$ cat src/rtl/ps2_keyboard_rx.sv
// PS/2 keyboard receiver: synchronises the PS/2 lines, deframes start/data/parity/stop,
// folds E0/F0 prefixes into flags and queues {ext,brk,code} events in a fall-through FIFO.
module ps2_keyboard_rx #(
  parameter int FIFO_DEPTH     = 8,
  parameter int TIMEOUT_CYCLES = 12500
) (
  input  logic                          clk,
  input  logic                          rst,
  input  logic                          ps2_clk,
  input  logic                          ps2_data,
  input  logic                          rd_en,
  output logic [9:0]                    rd_data,
  output logic                          empty,
  output logic                          full,
  output logic [$clog2(FIFO_DEPTH):0]   count,
  output logic                          overflow,
  input  logic                          ovf_clr,
  output logic                          parity_err
);

  localparam int AW = $clog2(FIFO_DEPTH);
  localparam int CW = AW + 1;
  localparam int TW = $clog2(TIMEOUT_CYCLES + 1);

  typedef enum logic [1:0] {IDLE, DATA, PARITY, STOP} state_t;

  // Odd parity over code plus parity bit, and a high stop bit, make a good frame.
  function automatic logic frame_ok(input logic [7:0] code, input logic par, input logic stop);
    return ((^code) ^ par) && stop;
  endfunction

  function automatic logic is_prefix(input logic [7:0] code);
    return (code == 8'hE0) || (code == 8'hF0);
  endfunction

  state_t            state;
  logic [2:0]        bit_cnt;
  logic [TW-1:0]     tmo_cnt;
  logic              ps2c_p0, ps2c_p1, ps2c_p2;
  logic              ps2d_p0, ps2d_p1;
  logic              fall;
  logic              bit_in;
  logic [7:0]        code_p0;
  logic              par_p0;
  logic [7:0]        code_p1;
  logic              vld_p1;
  logic              ext, brk;
  logic              push, do_push, do_pop;
  logic [AW-1:0]     wr_ptr, rd_ptr;
  logic [9:0]        mem [FIFO_DEPTH];

  // Stage p0/p1: two-flop synchronisers; p2 holds the previous synced clock for edge detect.
  always_ff @(posedge clk) begin
    if (rst) begin
      ps2c_p0 <= 1'b1;
      ps2c_p1 <= 1'b1;
      ps2c_p2 <= 1'b1;
      ps2d_p0 <= 1'b1;
      ps2d_p1 <= 1'b1;
    end else begin
      ps2c_p0 <= ps2_clk;
      ps2c_p1 <= ps2c_p0;
      ps2c_p2 <= ps2c_p1;
      ps2d_p0 <= ps2_data;
      ps2d_p1 <= ps2d_p0;
    end
  end

  assign fall   = ps2c_p2 & ~ps2c_p1;
  assign bit_in = ps2d_p1;

  always_ff @(posedge clk) begin
    if (rst) begin
      state      <= IDLE;
      bit_cnt    <= '0;
      tmo_cnt    <= '0;
      vld_p1     <= 1'b0;
      parity_err <= 1'b0;
    end else begin
      vld_p1     <= 1'b0;
      parity_err <= 1'b0;
      if (state == IDLE || fall) tmo_cnt <= '0;
      else                       tmo_cnt <= tmo_cnt + TW'(1);
      if (state != IDLE && !fall && tmo_cnt == TW'(TIMEOUT_CYCLES - 1)) begin
        state <= IDLE;
      end else if (fall) begin
        case (state)
          IDLE: if (!bit_in) begin
            state   <= DATA;
            bit_cnt <= '0;
          end
          DATA: begin
            bit_cnt <= bit_cnt + 3'd1;
            if (bit_cnt == 3'd7) state <= PARITY;
          end
          PARITY: state <= STOP;
          STOP: begin
            vld_p1     <= frame_ok(code_p0, par_p0, bit_in);
            parity_err <= ~frame_ok(code_p0, par_p0, bit_in);
            state      <= IDLE;
          end
          default: state <= IDLE;
        endcase
      end
    end
  end

  // Stage p0: shift register and parity capture; stage p1: completed code held for decode.
  always_ff @(posedge clk) begin
    if (fall) begin
      if (state == DATA)   code_p0 <= {bit_in, code_p0[7:1]};
      if (state == PARITY) par_p0  <= bit_in;
      if (state == STOP)   code_p1 <= code_p0;
    end
  end

  always_ff @(posedge clk) begin
    if (rst) begin
      ext <= 1'b0;
      brk <= 1'b0;
    end else if (fall && state == STOP && !frame_ok(code_p0, par_p0, bit_in)) begin
      ext <= 1'b0;
      brk <= 1'b0;
    end else if (vld_p1) begin
      if (code_p1 == 8'hE0) begin
        ext <= 1'b1;
      end else if (code_p1 == 8'hF0) begin
        brk <= 1'b1;
      end else begin
        ext <= 1'b0;
        brk <= 1'b0;
      end
    end
  end

  // Stage p2: FIFO write; the entry becomes visible the cycle after decode.
  assign push    = vld_p1 && !is_prefix(code_p1);
  assign empty   = (count == '0);
  assign full    = (count == CW'(FIFO_DEPTH));
  assign do_pop  = rd_en && !empty;
  assign do_push = push && (!full || do_pop);
  assign rd_data = empty ? 10'd0 : mem[rd_ptr];

  always_ff @(posedge clk) begin
    if (do_push) mem[wr_ptr] <= {ext, brk, code_p1};
  end

  always_ff @(posedge clk) begin
    if (rst) begin
      wr_ptr   <= '0;
      rd_ptr   <= '0;
      count    <= '0;
      overflow <= 1'b0;
    end else begin
      if (do_push) wr_ptr <= wr_ptr + AW'(1);
      if (do_pop)  rd_ptr <= rd_ptr + AW'(1);
      case ({do_push, do_pop})
        2'b10:   count <= count + CW'(1);
        2'b01:   count <= count - CW'(1);
        default: count <= count;
      endcase
      if (push && !do_push) overflow <= 1'b1;
      else if (ovf_clr)     overflow <= 1'b0;
    end
  end

endmodule
$ cat config.mk
export PLATFORM = sky130hd
export DESIGN_NAME = ps2_keyboard_rx
export DESIGN_NICKNAME = d
export VERILOG_FILES = /design/src/rtl/ps2_keyboard_rx.sv
export SDC_FILE = /design/constraint.sdc
export NUM_CORES = 1
export LEC_CHECK = 0
export CAP_MARGIN = 10
export CORE_MARGIN = 2
export CORE_UTILIZATION = 36
export DETAILED_ROUTE_END_ITERATION = 8
export PLACE_DENSITY = 0.63
export RECOVER_POWER = 100
export REMOVE_ABC_BUFFERS = 1
export SLEW_MARGIN = 30
export SYNTH_ARGS = -nofsm -noshare
export SYNTH_HDL_FRONTEND = slang
export SYNTH_SLANG_ARGS = --single-unit
$ cat constraint.sdc
create_clock -name clk -period 6.05 [get_ports clk]
set_input_delay 0.9075 -clock clk [delete_from_list [all_inputs] [get_ports clk]]
set_output_delay 0.9075 -clock clk [all_outputs]
set_load 0.05 [all_outputs]
==> results.tsv, run 1 <==
metric	value	unit
status	complete, no violations	
grt_pass1_wl	15200	um
synth_warnings	0	
num-fill-cells	1339	
synth_cell_types	43	
design_area	0.00652	mm2
place_hpwl	5970	um
setup.worst_path.class	flop to output port	
dieArea	0.0163	mm2
placed_cell_area	0.00599	mm2
routed.top_layer	met4	
syn_to_final_growth	18.3	%
grt_pass1_vias	2873	
p_seq_frac	0.388	
leakage	2.18	nW
final_common_cell	edfxtp_1	
p_int	1.90	mW
io_buffers	23	
place_congestion	0.746	
finalMaxSlewViolations	0	
dr.pass1.iters	4	
sw_frac_of_total	0.299	
synth_area	0.00551	mm2
route.detailed.wl_per_inst	15.7	um
drc	0	
grt_max_degree	25	
crit_path_start_kind	flop	
fmax	0.270	GHz
io-pin-count	24	
clock_path_buffers	2	
synth.avg_cell_area	15.1	um2
route.met3.wl	379	um
timing_hold_violations_final	0	
finalNonFillerCells	599	
worstMarginPinSlew	1.14	ns
hold_buffers	0	
post_cts_resized	0	
power.density	415	mW/mm2
skew	0.00804	ns
hp-class	flop to flop	
cts_setup_buffers	0	
ys_ff_latch	139	
setup_violations	0	
vias	2886	
final_cell_mix	edfxtp_1, nor2_1, dfxtp_1	
clock_latency	0.41	ns
cap_viol_max_count	0	
finalSetupTns	0	ns
cts_made_buffers	17	
cts-htree-levels	4	
clock_power_share	0.375	
start_util	0.365	
antenna_found_initial	0	
period_minus_slack	3.71	ns
fin_crit_sh	0.613	
core	0.0151	mm2
rsz0062_at_grt	no	
syn_inst	364	
cp-end-kind	output port	
grt_usage	0.126	
ir_worst_vdd	179	uV
nets	418	
viasPerCell	4.82	
combPwrFrac	0.236	
gr-total-overflow	0	
wl	9390	um
drt-met1-wl	4310	um
cts_root_buf	clkbuf_16	
core.rowCount	45	
cp_max_fo	20	
p_sw	0.809	mW
die_h	128	um
diodes	0	
cts.sinks	139	
cts_tree	built	
path_clk_slew	0.06	ns
yosysSeqAreaShare	0.681	
arrival	2.80	ns
dr_wl_met2	4600	um
ant_nets	0	
die_w	128	um
power	2.71	mW
max_slew_margin	0.237	
worstPathRequired	5.14	ns
drive_gt1_frac	0.131	
place_inst	569	
drt-initial-drc-count	176	
==> area by class of cell <==
type / count / area, um2 / area share
multi-input cells: 198 / 1640 / 0.252
clock inverters: 13 / 151 / 0.0232
inverters: 17 / 63.8 / 0.00978
repair buffers: 27 / 253 / 0.0387
well taps: 188 / 235 / 0.0361
flip-flops and latches: 139 / 3750 / 0.575
clock buffers: 17 / 425 / 0.0652
==> synth_stat cells <==
library cell | count | share of area
inv_1 | 16 | 0.011
a32oi_1 | 3 | 0.0048
a21oi_1 | 9 | 0.0082
mux2i_1 | 14 | 0.025
mux2_1 | 1 | 0.0020
nor4b_1 | 1 | 0.0016
fa_1 | 1 | 0.0036
or3_1 | 5 | 0.0057
nand4_1 | 5 | 0.0057
o21a_1 | 1 | 0.0014
nand2b_1 | 4 | 0.0045
nor2_1 | 49 | 0.033
mux2i_2 | 1 | 0.0025
a211oi_1 | 1 | 0.0014
or2_1 | 7 | 0.0079
a21boi_1 | 1 | 0.0014
buf_1 | 1 | 0.00068
nor3_1 | 7 | 0.0064
o21ai_1 | 6 | 0.0054
nor3b_1 | 1 | 0.0014
clkbuf_1 | 7 | 0.0048
nand3b_1 | 1 | 0.0014
edfxtp_1 | 97 | 0.53
a21oi_2 | 1 | 0.0016
dfxtp_1 | 42 | 0.15
mux4_2 | 20 | 0.082
nand4b_1 | 1 | 0.0016
xnor3_1 | 2 | 0.0082
nand2_1 | 14 | 0.0095
nand3_1 | 3 | 0.0027
buf_2 | 2 | 0.0018
o221ai_4 | 1 | 0.0048
inv_2 | 1 | 0.00068
a21o_1 | 1 | 0.0014
nor2b_1 | 2 | 0.0023
or4b_4 | 1 | 0.0025
xnor2_1 | 7 | 0.011
a31o_2 | 1 | 0.0016
nor4_1 | 2 | 0.0023
a211oi_2 | 1 | 0.0023
and2_1 | 2 | 0.0023
xor2_1 | 10 | 0.016
ha_1 | 11 | 0.025
==> per-layer routing <==
layer  vias to the layer above  global-route usage
met5                         -                   0
met4                         0              0.0452
met3                         8              0.0451
met2                        49               0.200
met1                      1408               0.159
li1                       1421                   -
==> power groups by stage <==
stage / sequential [mW] / combinational (mW) / clock, mW
floorplan: 1.12 / 0.423 / 0
global placement: 1.07 / 0.673 / 0
detailed placement: 1.07 / 0.680 / 0
CTS: 1.05 / 0.680 / 1.03
global route: 1.06 / 0.685 / 1.07
finish: 1.05 / 0.639 / 1.02
==> sequential cells by signal, summed over array words and instances (netlist names), 3 cells and up, named ones only <==
name,cells
bit_cnt,3
code_p0,8
code_p1,8
count,4
mem,80
rd_ptr,3
tmo_cnt,14
wr_ptr,3
==> logic make-up (layout without fill, tap and decap cells) <==
logic type / count (synthesis) / after routing / share of synthesized area
xor gates and xnor gates: 19 / 19 / 0.0352
adders and majority gates: 12 / 12 / 0.0286
buffers and inverters: 27 / 74 / 0.0188
and+or+nand+nor: 105 / 105 / 0.0910
DFF: 139 / 139 / 0.681
AOI/OAI and AO/OA: 26 / 26 / 0.0340
muxes: 36 / 36 / 0.112
==> path summary, 6_finish.rpt <==
check	from	to	slack (ns)	cells past startpoint
hold reg to reg	ps2d_p0$_SDFF_PP1_	bit_in$_SDFF_PP1_	0.40	1
hold / removal	ps2d_p0$_SDFF_PP1_	bit_in$_SDFF_PP1_	0.40	1
setup / recovery	flop	rd_data[4]	2.34	4
setup reg to reg	code_p1[1]$_DFFE_PP_	count[3]$_SDFFE_PP0P_	3.23	9
==> critical path: stages (launching register included) <==
cell	delay (ns)
dfxtp_1	0.92
mux4_2	0.36
mux2i_1	0.08
nor2_1	0.14
dlygate4sd3_1	0.88
==> metrics by stage <==
step | worst slack [ns] | utilization | hold WS, ns
2_1_floorplan | 1.37 | - | 0.383
3_3_place_gp | 2.77 | 0.396 | 0.385
3_5_place_dp | 2.77 | 0.397 | 0.388
4_1_cts | 2.33 | 0.435 | 0.402
5_1_grt | 2.16 | 0.432 | 0.409
6_report | 2.34 | 0.432 | 0.401
Note: power is estimated with default switching activity, not from simulation.
==> run 2, diff against run 1 <==
clock period = 3.9 ns   (was 6.05 ns; I/O delays follow)
==> results.tsv, run 2 (synthesized netlist as in run 1, its figures left out) <==
metric	value	unit	change
sw_frac_of_total	0.323		+0.0243
wl	9460	um	+0.76%
io-pin-count	24		unchanged
min_to	ps2c_p1$_SDFF_PP1_		
rsz0062_at_grt	no		
whs_path_depth	1		unchanged
hold_buffers	0		unchanged
cts_made_buffers	17		unchanged
cts.sinks	139		unchanged
worstPathRequired	3.31	ns	-1.83 ns
clock_path_buffers	2		unchanged
status	complete, no violations		
path_clk_slew	0.06	ns	about the same
fin_crit_sh	0.835		
post_cts_resized	0		unchanged
power	4.12	mW	+52%
setup_violations	0		unchanged
ir_worst_vdd	384	uV	+110%
crit_path_start_kind	flop		
grt_usage	0.129		+0.00347
dieArea	0.0163	mm2	unchanged
hp-start	ps2c_p0$_SDFF_PP1_		
r2r-end	count[3]$_SDFFE_PP0P_		
cap_viol_max_count	0		unchanged
nets	426		+1.9%
finalSetupTns	0	ns	unchanged
cp_slowest_cell	dlygate4sd3_1		
worstMarginPinSlew	0.841	ns	-0.300 ns
timing_hold_violations_final	0		unchanged
clock_latency	0.41	ns	about the same
dr.pass1.iters	4		unchanged
rrSetupSlack	1.09	ns	-2.14 ns
design_area	0.00653	mm2	+0.13%
setup.worst_path.class	flop to output port		
p_seq_frac	0.393		+0.005
place_hpwl	6080	um	+1.8%
gr-total-overflow	0		unchanged
ant_nets	0		unchanged
top_register	mem		
vias	2957		+2.5%
die_h	128	um	unchanged
clock_power_share	0.363		-0.012
largest_registers	mem (80), tmo_cnt (14)		
grt_pass1_wl	15800	um	+3.8%
syn_to_final_growth	18.5	%	
drive_gt1_frac	0.140		+0.00876
timing.rr.start	code_p1[1]$_DFFE_PP_		
finalMaxSlewViolations	0		unchanged
cpPeakStageDelay	0.76	ns	-0.16 ns
cts_root_buf	clkbuf_16		
combPwrFrac	0.244		+0.008
die_w	128	um	unchanged
skew	0.00666	ns	-0.00138 ns
arrival	2.67	ns	-0.13 ns
drt-initial-drc-count	202		+15%
io_buffers	23		unchanged
drc	0		unchanged
worst-r2r-cell-count	9		unchanged
cp_cell_sequence	buf_4, mux4_2, mux2i_1, nor2_1, dlygate4sd3_1		
cp_max_fo	20		unchanged
max_slew_margin	0.440		+0.203
grt_max_degree	21		-16%
placed_cell_area	0.00604	mm2	+0.79%
cts_setup_buffers	0		unchanged
fmax	0.307	GHz	
cts-htree-levels	4		unchanged
diodes	0		unchanged
cp-end-kind	output port		
core	0.0151	mm2	unchanged
p_sw	1.33	mW	+65%
power.density	631	mW/mm2	+52%
cts_tree	built		
leakage	2.18	nW	+0.14%
core.rowCount	45		unchanged
antenna_found_initial	0		unchanged
final_cell_mix	edfxtp_1, nor2_1, dfxtp_1		
viasPerCell	4.86		+0.78%
p_int	2.79	mW	+47%
route.detailed.wl_per_inst	15.5	um	-0.90%
fin_ws	0.643	ns	-1.70 ns
hold_ws	0.405	ns	+0.00377 ns
hp-class	flop to flop		
final_common_cell	edfxtp_1		
place_congestion	0.688		-7.8%
period_minus_slack	3.26	ns	
start_util	0.365		unchanged
grt_pass1_vias	3022		+5.2%
largest_reg_flops	80		unchanged
post-place-ws	0.969	ns	-1.80 ns
==> run 2: cell count changes in the layout (fill, tap and decap cells not counted), sizes merged <==
cell,delta
dlygate4sd3,-2
buf,+1
clkinv,-4
clkdlybuf4s50,+2
clkinvlp,+2
bufinv,-3
inv,+7
clkbuf,+7
==> run 2: power groups by stage <==
stage	Combinational, mW	Clock (mW)	Sequential [mW]
3_5_place_dp	1.07	0	1.65
2_1_floorplan	0.574	0	1.72
5_1_grt	1.09	1.60	1.62
6_report	1.01	1.49	1.62
3_3_place_gp	1.06	0	1.65
4_1_cts	1.07	1.53	1.62
==> run 2: metal layers <==
metal | up-vias | wire length (um) | track usage | part of all wire
met4 | 0 | 150 | 0.0504 | 0.016
met2 | 43 | 4580 | 0.208 | 0.48
met3 | 14 | 376 | 0.0371 | 0.040
met1 | 1466 | 4350 | 0.166 | 0.46
li1 | 1434 | - | - | -
met5 | - | 0 | 0 | 0
==> run 2: worst max-delay path by stage <==
stage	start	end	slack [ns]	cells after the start
after floorplan	count[1]$_SDFFE_PP0P_	count[3]$_SDFFE_PP0P_	-0.71	9
after detailed placement	rd_en	count[3]$_SDFFE_PP0P_	0.97	9
after global routing	flop	rd_data[6]	0.46	5
final	flop	rd_data[6]	0.64	5
after CTS	flop	rd_data[6]	0.64	5
after global placement	rd_en	count[3]$_SDFFE_PP0P_	1.06	9
==> run 2: stage by stage <==
step	utilization	cells
global placement	0.400	577
global route	0.433	609
CTS	0.437	609
finish	0.433	609
floorplan	-	354
detailed placement	0.400	577
==> run 2: final cells by class <==
type	instances	area [um2]
fill	1358	8560
sequential	139	3750
multi-input combinational	198	1640
clock buffer	17	425
timing repair buffer	35	287
tap	188	235
clock inverter	15	131
inverter	17	63.8
==> run 2: worst max-delay path, delay by kind of cell (launching register included) <==
family                 cells  cell delay, ns
and+or+nand+nor            1            0.06
DFF                        1            0.31
buffers and inverters      2            1.12
muxes                      2            0.76
==> run 3, diff against run 2 <==
clock period = 3.3 ns   (was 3.9 ns; I/O delays follow)
==> results.tsv, run 3 (synthesized netlist as in run 1, its figures left out) <==
metric	value	unit	change
diodes	0		unchanged
cts_tree	built		
final_common_cell	edfxtp_1		
timing.rr.start	code_p1[1]$_DFFE_PP_		
cts-htree-levels	4		unchanged
rsz0062_at_grt	no		
power.density	750	mW/mm2	+19%
fin_crit_sh	0.887		
fmax	0.342	GHz	
hp-class	flop to flop		
cp-end-kind	output port		
top_register	mem		
arrival	2.43	ns	-0.24 ns
io-pin-count	24		unchanged
nets	426		unchanged
cp_slowest_cell	clkbuf_2		
path_clk_slew	0.07	ns	about the same
worstMarginPinSlew	0.790	ns	-0.0504 ns
largest_reg_flops	80		unchanged
clock_latency	0.42	ns	about the same
dr.pass1.iters	4		unchanged
finalMaxSlewViolations	0		unchanged
gr-total-overflow	0		unchanged
r2r-end	count[3]$_SDFFE_PP0P_		
cpPeakStageDelay	0.60	ns	-0.16 ns
ir_worst_vdd	359	uV	-6.4%
route.detailed.wl_per_inst	15.8	um	+1.9%
core.rowCount	45		unchanged
cts.sinks	139		unchanged
fin_ws	0.372	ns	-0.271 ns
place_hpwl	6270	um	+3.2%
max_slew_margin	0.473		+0.0336
whs_path_depth	1		unchanged
cts_made_buffers	17		unchanged
die_w	128	um	unchanged
post_cts_resized	0		unchanged
drt-met1-wl	4270	um	-1.8%
route.met3.wl	547	um	+45%
ant_nets	0		unchanged
cp_cell_sequence	clkbuf_2, mux4_2, mux2i_1, nor2_1, clkbuf_2		
crit_top_cell	clkbuf_2		
grt_max_degree	21		unchanged
worstPathRequired	2.80	ns	-0.51 ns
syn_to_final_growth	17.8	%	
grt_pass1_vias	3053		+1.0%
period_minus_slack	2.93	ns	
skew	0.00966	ns	+0.00300 ns
dr_wl_met2	4710	um	+2.8%
critPathBufInv	2		unchanged
worst-r2r-cell-count	9		unchanged
setup_violations	0		unchanged
io_buffers	23		unchanged
finalSetupTns	0	ns	unchanged
cts_setup_buffers	0		unchanged
drive_gt1_frac	0.166		+0.0261
viasPerCell	4.82		-0.81%
start_util	0.365		unchanged
antenna_found_initial	0		unchanged
post-place-ws	0.456	ns	-0.513 ns
dieArea	0.0163	mm2	unchanged
leakage	2.19	nW	+0.63%
setup.worst_path.class	flop to output port		
wl	9640	um	+1.9%
cts_root_buf	clkbuf_16		
drc	0		unchanged
die_h	128	um	unchanged
grt_pass1_wl	16100	um	+2.4%
status	complete, no violations		
crit_family	buffers and inverters		
cap_viol_max_count	0		unchanged
hold_ws	0.402	ns	-0.00298 ns
final_cell_mix	edfxtp_1, nor2_1, dfxtp_1		
core	0.0151	mm2	unchanged
timing_hold_violations_final	0		unchanged
hp-start	ps2c_p0$_SDFF_PP1_		
place_congestion	0.756		+9.8%
drt-initial-drc-count	230		+14%
clock_path_buffers	2		unchanged
rrSetupSlack	0.48	ns	-0.61 ns
grt_usage	0.131		+0.00241
largest_registers	mem (80), tmo_cnt (14)		
min_to	ps2c_p1$_SDFF_PP1_		
routed.top_layer	met4		
hold_buffers	0		unchanged
crit_path_start_kind	flop		
cp_max_fo	20		unchanged
vias	2933		-0.81%
run 3: metrics by stage:
stage	area, um2	instances	power [mW]	utilization
final	6500	609	4.87	0.431
after global routing	6500	609	5.10	0.431
after CTS	6580	609	5.02	0.436
after detailed placement	6010	577	3.20	0.398
after global placement	6010	577	3.18	0.398
after floorplan	5470	354	2.91	-
run 3: report_power, final:
part,switching [mW],internal (mW)
Clock,0.775,1.03
Combinational,0.767,0.381
Sequential,0.0367,1.88
Total,1.58,3.29
run 3: final cells by class:
type | count | area [um2]
Fill cell | 1371 | 8590
Sequential cell | 139 | 3750
Multi-Input combinational cell | 198 | 1640
Clock buffer | 18 | 450
Timing Repair Buffer | 35 | 239
Tap cell | 188 | 235
Clock inverter | 14 | 119
Inverter | 17 | 63.8
run 3: layer usage:
metal,up-vias,track usage
li1,1441,-
met1,1416,0.172
met2,67,0.207
met3,9,0.0317
met4,0,0.0640
met5,-,0
run 3: how the worst max path moves through the flow:
| stage | start | to | slack [ns] | cells after the start |
|---|---|---|---|---|
| 5_1_grt | flop | rd_data[2] | 0.16 | 5 |
| 6_report | flop | rd_data[2] | 0.37 | 5 |
| 3_5_place_dp | rd_en | count[3]$_SDFFE_PP0P_ | 0.46 | 9 |
| 2_1_floorplan | count[1]$_SDFFE_PP0P_ | count[3]$_SDFFE_PP0P_ | -1.31 | 9 |
| 4_1_cts | code_p1[1]$_DFFE_PP_ | count[3]$_SDFFE_PP0P_ | 0.44 | 9 |
| 3_3_place_gp | rd_en | count[3]$_SDFFE_PP0P_ | 0.53 | 9 |
